===== src/rtl/audio_pkg.sv =====
`default_nettype none
// ============================================================================
//  Package     : audio_pkg
//  Description : Shared audio-path constants, detector state type and a small
//                arithmetic helper. Used by the PDM capture path and by the
//                tone-output blocks.
//  Revision    : 1.0  initial release
// ============================================================================
package audio_pkg;

    localparam int SYS_FREQ_HZ          = 100_000_000;
    localparam int MHZ                  = 1_000_000;
    localparam int MIC_HALF_DIV_DEFAULT = 20;    // 2.5 MHz micClk at 100 MHz
    localparam int DECIM_DEFAULT        = 128;   // PDM bits per output sample

    typedef enum logic [0:0] {
        DET_QUIET = 1'b0,
        DET_HOLD  = 1'b1
    } det_state_t;

    // Unsigned distance between two 8-bit values.
    function automatic logic [7:0] abs_diff8(input logic [7:0] a, input logic [7:0] b);
        return (a >= b) ? (a - b) : (b - a);
    endfunction

endpackage
`default_nettype wire


===== src/rtl/pdm_clock_gen.sv =====
`default_nettype none
// ============================================================================
//  Module      : pdm_clock_gen
//  Description : Divides clk down to the microphone clock and produces the
//                one-cycle capture strobe in the last clk of each micClk high
//                phase.
//  Ports       : clk, reset (async, active-high), en (run enable)
//                micClk  - clock to the microphone, low while disabled
//                capture - strobe: take the synchronized PDM bit this cycle
//  Revision    : 1.0  initial release
// ============================================================================
module pdm_clock_gen #(
    parameter int HALF_DIV = 20
) (
    input  logic clk,
    input  logic reset,
    input  logic en,
    output logic micClk,
    output logic capture
);

    localparam int            CW   = (HALF_DIV > 1) ? $clog2(HALF_DIV) : 1;
    localparam logic [CW-1:0] TERM = CW'(HALF_DIV - 1);

    logic [CW-1:0] div_cnt;
    logic          terminal;

    assign terminal = (div_cnt == TERM);

    // Disabling parks the divider at zero with micClk low, so every enable
    // starts a fresh low half-period.
    always_ff @(posedge clk or posedge reset) begin
        if (reset) begin
            div_cnt <= '0;
            micClk  <= 1'b0;
        end else if (!en) begin
            div_cnt <= '0;
            micClk  <= 1'b0;
        end else if (terminal) begin
            div_cnt <= '0;
            micClk  <= ~micClk;
        end else begin
            div_cnt <= div_cnt + 1'b1;
        end
    end

    // Last cycle of the high phase: data has been stable for a full half
    // period plus synchronizer latency. Gating with en drops a capture that
    // coincides with disable.
    assign capture = en & micClk & terminal;

endmodule
`default_nettype wire


===== src/rtl/mic_pdm_capture.sv =====
`default_nettype none
// ============================================================================
//  Module      : mic_pdm_capture
//  Description : PDM microphone front end. Generates micClk, synchronizes and
//                counts PDM ones over DECIM-bit windows, reports the count and
//                its distance from mid-scale, and flags loud sounds with a
//                holdoff of HOLDOFF samples after each flag.
//  Ports       : clk, reset (async, active-high), en (capture enable)
//                micData      - PDM bit stream from the microphone (async)
//                micClk       - microphone clock
//                chSel        - microphone channel select, tied low
//                sample       - ones count of the last complete window
//                sample_valid - one-cycle strobe with each new sample
//                magnitude    - |sample - DECIM/2|
//                flap         - one-cycle strobe, loud sound detected
//  Revision    : 1.0  initial release
// ============================================================================
module mic_pdm_capture
    import audio_pkg::*;
#(
    parameter int SYS_FREQ     = SYS_FREQ_HZ,
    parameter int MIC_HALF_DIV = MIC_HALF_DIV_DEFAULT,
    parameter int DECIM        = DECIM_DEFAULT,
    parameter int THRESH       = 40,
    parameter int HOLDOFF      = 16
) (
    input  logic       clk,
    input  logic       reset,
    input  logic       en,
    input  logic       micData,
    output logic       micClk,
    output logic       chSel,
    output logic [7:0] sample,
    output logic       sample_valid,
    output logic [6:0] magnitude,
    output logic       flap
);

    // ---------------------------------------------------------------- checks
    if (DECIM < 16 || DECIM > 128 || (DECIM & (DECIM - 1)) != 0) begin : g_bad_decim
        $error("mic_pdm_capture: DECIM must be a power of two in 16..128");
    end
    if (SYS_FREQ / (2 * MIC_HALF_DIV) > 4_800_000) begin : g_mic_clk_too_fast
        $error("mic_pdm_capture: micClk above 4.8 MHz");
    end

    localparam int             BW       = $clog2(DECIM);
    localparam logic [BW-1:0]  LAST_BIT = BW'(DECIM - 1);
    localparam logic [7:0]     MID      = 8'(DECIM / 2);
    localparam int             HW       = (HOLDOFF > 0) ? $clog2(HOLDOFF + 1) : 1;
    localparam logic [HW-1:0]  HOLD_INIT = HW'(HOLDOFF);
    localparam logic [6:0]     THRESH7  = 7'(THRESH);

    assign chSel = 1'b0;   // left channel: mic drives data for the high phase

    // ------------------------------------------------------ clock generation
    logic capture;

    pdm_clock_gen #(
        .HALF_DIV (MIC_HALF_DIV)
    ) u_clock_gen (
        .clk     (clk),
        .reset   (reset),
        .en      (en),
        .micClk  (micClk),
        .capture (capture)
    );

    // ---------------------------------------------------------- synchronizer
    logic sync1, sync2;

    always_ff @(posedge clk or posedge reset) begin
        if (reset) begin
            sync1 <= 1'b0;
            sync2 <= 1'b0;
        end else if (!en) begin
            sync1 <= 1'b0;
            sync2 <= 1'b0;
        end else begin
            sync1 <= micData;
            sync2 <= sync1;
        end
    end

    // ----------------------------------------------------------- accumulator
    logic [7:0]    ones;
    logic [BW-1:0] bit_cnt;
    logic [7:0]    ones_next;

    // Count including the bit being captured now; 8 bits holds DECIM=128.
    assign ones_next = ones + {7'd0, sync2};

    always_ff @(posedge clk or posedge reset) begin
        if (reset) begin
            ones         <= '0;
            bit_cnt      <= '0;
            sample       <= '0;
            magnitude    <= '0;
            sample_valid <= 1'b0;
        end else begin
            sample_valid <= 1'b0;
            if (!en) begin
                // Partial window is thrown away; sample/magnitude keep value.
                ones    <= '0;
                bit_cnt <= '0;
            end else if (capture) begin
                if (bit_cnt == LAST_BIT) begin
                    sample       <= ones_next;
                    magnitude    <= 7'(abs_diff8(ones_next, MID));
                    sample_valid <= 1'b1;
                    ones         <= '0;
                    bit_cnt      <= '0;
                end else begin
                    ones    <= ones_next;
                    bit_cnt <= bit_cnt + 1'b1;
                end
            end
        end
    end

    // -------------------------------------------------------------- detector
    det_state_t    state;
    logic [HW-1:0] hold_cnt;

    always_ff @(posedge clk or posedge reset) begin
        if (reset) begin
            state    <= DET_QUIET;
            hold_cnt <= '0;
            flap     <= 1'b0;
        end else begin
            flap <= 1'b0;
            if (en && sample_valid) begin
                case (state)
                    DET_QUIET: begin
                        if (magnitude >= THRESH7) begin
                            flap <= 1'b1;
                            if (HOLDOFF > 0) begin
                                state    <= DET_HOLD;
                                hold_cnt <= HOLD_INIT;
                            end
                        end
                    end
                    DET_HOLD: begin
                        // The sample that brings the count to zero is
                        // consumed here and never evaluated.
                        hold_cnt <= hold_cnt - 1'b1;
                        if (hold_cnt == HW'(1)) begin
                            state <= DET_QUIET;
                        end
                    end
                    default: state <= DET_QUIET;
                endcase
            end
        end
    end

endmodule
`default_nettype wire


===== config.mk =====
export PLATFORM = sky130hd
export DESIGN_NAME = mic_pdm_capture
export DESIGN_NICKNAME = d
export VERILOG_FILES = /design/src/rtl/audio_pkg.sv /design/src/rtl/pdm_clock_gen.sv /design/src/rtl/mic_pdm_capture.sv
export SDC_FILE = /design/constraint.sdc
export NUM_CORES = 1
export LEC_CHECK = 0
export CAP_MARGIN = 20
export CORE_ASPECT_RATIO = 0.8
export CORE_MARGIN = 2
export CORE_UTILIZATION = 57
export DETAILED_ROUTE_END_ITERATION = 12
export GPL_ROUTABILITY_DRIVEN = 0
export PLACE_DENSITY_LB_ADDON = 0.3
export SLEW_MARGIN = 40
export SYNTH_ARGS = -nofsm -noshare
export SYNTH_HDL_FRONTEND = slang
export SYNTH_SLANG_ARGS = --single-unit

===== constraint.sdc =====
create_clock -name clk -period 2.4 [get_ports clk]
set_input_delay 0.48 -clock clk [delete_from_list [all_inputs] [get_ports clk]]
set_output_delay 0.48 -clock clk [all_outputs]
set_load 0.03 [all_outputs]

Yosys cells after proc, flatten, opt, wreduce, memory -nomap -nowiden. Index checks and enable logic that the tools add are counted.

Muxes and demuxes: 23. Bitwise operators: 4. Equality and inequality tests: 6. $lt $le $gt $ge: 2. Reductions and logical operators: 3. Add/sub/neg operators: 6.

Operator list (number): $mux 7 (4); $mux 8 (3); $mux 5 (3); $mux 1 (11); $pmux 5 s2 (1); $add 8x1->8 (1); $ge 8x7->1 const B (1); $add 7x1->7 const B (1); $eq 7x7->1 const B (1); $ge 7x6->1 const B (1); $sub 7x7->7 const A (1); $sub 7x7->7 const B (1); $add 5x1->5 const B (1); $eq 5x1->1 const B (1); $eq 5x5->1 const B (1); $sub 5x1->5 const B (1); $ne 2x1->1 const B (2); $reduce_and 3->1 (1); $and 1x1->1 (2); $ne 2x2->1 const B (1); $not 1->1 (2); $pmux 1 s2 (1); $reduce_and 2->1 (1); $logic_and 1x1->1 (1).

Input port bits: 4. Register bits: 46. Output and inout bits: 19. Word-level logic and storage cells: 56.

Longest topological paths before layout.
Word-level depth: 4. Depth in mapped cells: 8. Gate-level depth less buffers: 8.

Cells and area by module. A second synthesis with hierarchy kept.

Cell total of the unflattened synthesis: 257. Area, all modules: 2416.1 um^2.

By module, submodules not included: mic_pdm_capture (instances 1, cells an instance 230, seq. area each 975.9 um^2, area each 2122.0 um^2); pdm_clock_gen (instances 1, cells an instance 27, seq. area each 150.1 um^2, area each 294.0 um^2).

Least setup slack after synthesis. OpenSTA, ideal clock, no wires.

Kind: register to register. Start: reg sync2. End: reg magnitude[5]. Path buffers: 1. Library setup time: 0.080 ns. Path slack: 0.487 ns. Cell stages (with the launch flop): 8. Period minus slack after synthesis: 1.913 ns. Data arrival time: 1.833 ns. Required time: 2.320 ns. Cell sequence: dfrtp_1 -> ha_1 -> and3_4 -> buf_6 -> nor4_4 -> nor3_2 -> or4_1 -> o211ai_2.

Word-level cells in the longest chain between the ends: 3. Elaborated cells on any way between the ends: 5. Classes of those cells: 3 x add/sub; 1 x order compare; 1 x mux.

Ends and longest elaborated chain: from (decl) (line mic_pdm_capture.sv:70) `logic sync1, sync2;`; from (signal assigned) (line mic_pdm_capture.sv:81) `sync2 <= sync1;`; $add 8x1->8 * (line mic_pdm_capture.sv:91) `assign ones_next = ones + {7'd0, sync2};`; $sub 7x7->7 / $ge 8x7->1 (equally long branches) (line audio_pkg.sv:23) `return (a >= b) ? (a - b) : (b - a);`; $mux 7 * (line audio_pkg.sv:23); to (signal assigned) (line mic_pdm_capture.sv:109) `magnitude <= 7'(abs_diff8(ones_next, MID));`; to (decl) (line mic_pdm_capture.sv:35) `output logic [6:0] magnitude,`.

Every way passes the cells marked *; elsewhere a longest branch is shown, timed or not. A chain may end at the register's enable or synchronous reset.

Worst setup path after layout.
Start: reg ones[0]. End: reg magnitude[5].

Word-level cells in the longest chain between the ends: 3. Elaborated cells on any way between the ends: 5. Classes of those cells: 3 x add/sub; 1 x order compare; 1 x mux.

Ends and longest elaborated chain: from (decl) (line mic_pdm_capture.sv:86) `logic [7:0] ones;`; from (signal assigned) (line mic_pdm_capture.sv:114) `ones <= ones_next;`; $add 8x1->8 * (line mic_pdm_capture.sv:91); $sub 7x7->7 / $ge 8x7->1 (equally long branches) (line audio_pkg.sv:23); $mux 7 * (line audio_pkg.sv:23).

Marks and branches as above.

==> flow_summary.json <==
{
  "drtAntennaViolNets": 0,
  "start_util_pct": 60.9,
  "slowest_stage": "or4_1",
  "final_nets": 271,
  "power_density_nw_per_um2": 547,
  "fp-row-count": 20,
  "seq_area_frac_synth_pct": 47.3,
  "synth_mux_area_share_pct": 1.26,
  "maxCapViolCount": 0,
  "synth_edf_count": 0,
  "intPower_uw": 1200,
  "hold_buffers": 0,
  "worstPathArrival_ns": 2.28,
  "p_leak_uw": 0.00120,
  "postCtsSetupRepairBufs": 0,
  "grt.overflow.total": 0,
  "p_comb_share_pct": 3.6,
  "worst_setup_path_start_kind": "register",
  "power_switching_uw": 302,
  "path_max_fanout": 7,
  "period_share_pct": 85.4,
  "clk_pin_slew_ns": 0.09,
  "hp-class": "in2async",
  "synth-main-ff-cell": "dfrtp_1",
  "worstPathRequired_ns": 2.63,
  "antenna_found_initial": 0,
  "root_buffer": "clkbuf_8",
  "wirelength_um": 4330,
  "drive_gt1_share_pct": 9.20,
  "insertion_delay_ns": 0.30,
  "power.share.clock_pct": 45.4,
  "syn_nets": 251,
  "postPlaceCellArea_sq_um": 2610,
  "slew_viol_final": 0,
  "finalClockSkew_ns": 0.00814,
  "grtUsageTotal_pct": 20.6,
  "core_area_sq_um": 3900,
  "synth-compound-area-share_pct": 13.7,
  "routedWlPerCell_um": 13.7,
  "dp_hpwl_um": 3280,
  "synth_fa_ha_area_share_pct": 3.68,
  "port_buffers": 21,
  "fin_setup_tns_ns": 0,
  "synthArstFlopShare_pct": 100,
  "cts_made_buffers": 5,
  "syn_area_sq_um": 2380,
  "cts_resized": 0,
  "regArea_sq_um": 1130,
  "grt_setup_unrepaired": "false",
  "synth_top_family_by_area": "simple AND/OR/NAND/NOR gates",
  "grt_max_degree": 23,
  "die-area_sq_um": 4710,
  "fmax_ghz": 0.488,
  "diodes": 0,
  "vias": 1741,
  "place_ws_ns": 0.259,
  "synth_xor_xnor_area_share_pct": 6.26,
  "fillCellCount": 311,
  "finalHoldViolations": 0,
  "path_class": "reg2reg",
  "seqPwrFrac_pct": 51.0,
  "setup_slack_ns": 0.351,
  "htree_levels": 2,
  "viasPerCell": 5.51,
  "drt_iter0_drc": 82,
  "synth_seq_cells": 45,
  "status": "completed",
  "period_needed_ns": 2.05,
  "setup_viol": 0,
  "area_delta_synth_final_pct": 15.6,
  "grt_pass1_vias": 1608,
  "max-vdd-ir-drop_mv": 0.506,
  "yosys_warnings": 0,
  "cpPeakStageDelay_ns": 0.49,
  "netlist_instances": 240,
  "syn-mean-instance-area_sq_um": 9.91,
  "critical_path.cell_chain": "ha_1, nand4_4, nor4_4, nor3_2, or4_1, o211ai_2",
  "die_h_um": 61.8,
  "dpl.cell_count": 308,
  "cts.sinks": 45,
  "drtPass1Iterations": 4,
  "cts_buffer_depth": 2,
  "reg2reg_depth": 6,
  "drc": 0,
  "tritoncts": "built",
  "fin_cells": 316,
  "grt_first_pass_wirelength_um": 7450,
  "endpoint_kind": "register",
  "io_pins": 23,
  "p_sw_share_pct": 20.1,
  "yosysUniqueCellTypes": 49,
  "yosys.area_share.simple_pct": 22.3,
  "die_w_um": 76.2,
  "fin_area_sq_um": 2750,
  "multi_input_area_sq_um": 1120
}
[sequential cells by signal, summed over array words and instances, names as in the netlist, 5 cells and up]
signal / flops
u_clock_gen.div_cnt: 5
sample: 8
ones: 8
hold_cnt: 5
bit_cnt: 7
magnitude: 6
[through the flow]
| stage | util (%) | power, uW | hold WS [ns] |
|---|---|---|---|
| after floorplan | - | 814 | 0.434 |
| after global placement | 66.9 | 836 | 0.453 |
| after detailed placement | 66.9 | 837 | 0.462 |
| after CTS | 70.4 | 1520 | 0.422 |
| after global routing | 70.4 | 1550 | 0.442 |
| final | 70.4 | 1500 | 0.414 |
[synth_stat cells (2+ instances only)]
master	count	area [sq um]
nand2_1	36	135
o21ai_1	12	60.1
ha_1	7	87.6
a31oi_1	3	18.8
and2_1	9	56.3
a21boi_1	2	15.0
o31ai_1	2	15.0
o22ai_1	2	12.5
nor4_4	2	42.5
nor3b_1	3	22.5
buf_6	3	33.8
nand4_1	2	12.5
nand3_1	12	60.1
or2_1	2	12.5
clkbuf_1	5	18.8
buf_4	4	30.0
nor3_2	2	20.0
o21a_1	3	22.5
mux2i_1	3	30.0
o32ai_1	2	17.5
and3_1	3	18.8
dfrtp_1	45	1130
xor2_1	7	61.3
a22o_1	3	26.3
nor2_1	10	37.5
nor3_1	5	25.0
inv_1	7	26.3
o21ai_0	14	70.1
xnor2_1	10	87.6
[worst max-delay path: cells and delay by family (launching register included)]
kind | cells | cell delay [ns]
simple gates | 4 | 1.17
fa+ha+maj | 1 | 0.35
compound gates | 1 | 0.08
flops | 1 | 0.37
[cell usage in the layout, fill, tap and decap left out, types with 4 or more instances in the layout]
cell type / Yosys / final
clkbuf_8: 1 / 5
xnor2_1: 10 / 10
nor3_1: 5 / 5
xor2_1: 7 / 7
clkdlybuf4s50_1: 0 / 21
o21ai_0: 14 / 14
and2_1: 9 / 9
o21ai_1: 12 / 12
nor2_1: 10 / 10
dfrtp_1: 45 / 45
inv_1: 7 / 6
nand2_1: 36 / 36
buf_4: 4 / 4
ha_1: 7 / 7
nand3_1: 12 / 12
[logic make-up (layout without fill, tap and decap cells)]
kind of cell,count (synthesis),count (layout)
muxes,3,3
buffers and inverters,21,42
DFF,45,45
adders and majority gates,7,7
and+or+nand+nor,95,95
AOI/OAI and AO/OA,51,51
other,1,1
xor gates and xnor gates,17,17
[worst paths after layout]
check | slack (ns) | startpoint | to
max reg2reg | 0.35 | ones[0]$_DFFE_PP0P_ | magnitude[5]$_DFFE_PP0P_
min reg2reg | 0.47 | u_clock_gen.div_cnt[0]$_DFF_PP0_ | u_clock_gen.div_cnt[0]$_DFF_PP0_
max | 0.35 | ones[0]$_DFFE_PP0P_ | magnitude[5]$_DFFE_PP0P_
max in group asynchronous | 1.49 | reset | sample[2]$_DFFE_PP0P_
min | 0.41 | reset | hold_cnt[1]$_DFFE_PP0P_
min in group clk | 0.47 | u_clock_gen.div_cnt[0]$_DFF_PP0_ | u_clock_gen.div_cnt[0]$_DFF_PP0_
[final cells by class]
class | instances | share of cell area [%]
flip-flops and latches | 45 | 41.0
multi-input cells | 174 | 40.9
repair buffers | 26 | 9.47
clock buffers | 5 | 2.50
clock inverters | 3 | 2.50
well taps | 55 | 2.50
inverters | 8 | 1.14
[power groups by stage]
stage / Sequential, uW / Combinational, uW / Clock (uW)
2_1_floorplan: 781 / 33.3 / 0
3_3_place_gp: 782 / 54.5 / 0
3_5_place_dp: 782 / 55.1 / 0
4_1_cts: 767 / 55.5 / 697
5_1_grt: 768 / 60.7 / 724
6_report: 767 / 54.0 / 684
[layer usage]
layer | global-route usage (%) | vias up | share of wire, %
li1 | - | 874 | -
met1 | 27.9 | 829 | 50
met2 | 33.8 | 33 | 45
met3 | 4.34 | 5 | 3.6
met4 | 7.79 | 0 | 1.1
met5 | 0 | - | 0
No activity file was read; power rests on OpenSTA's default activity.
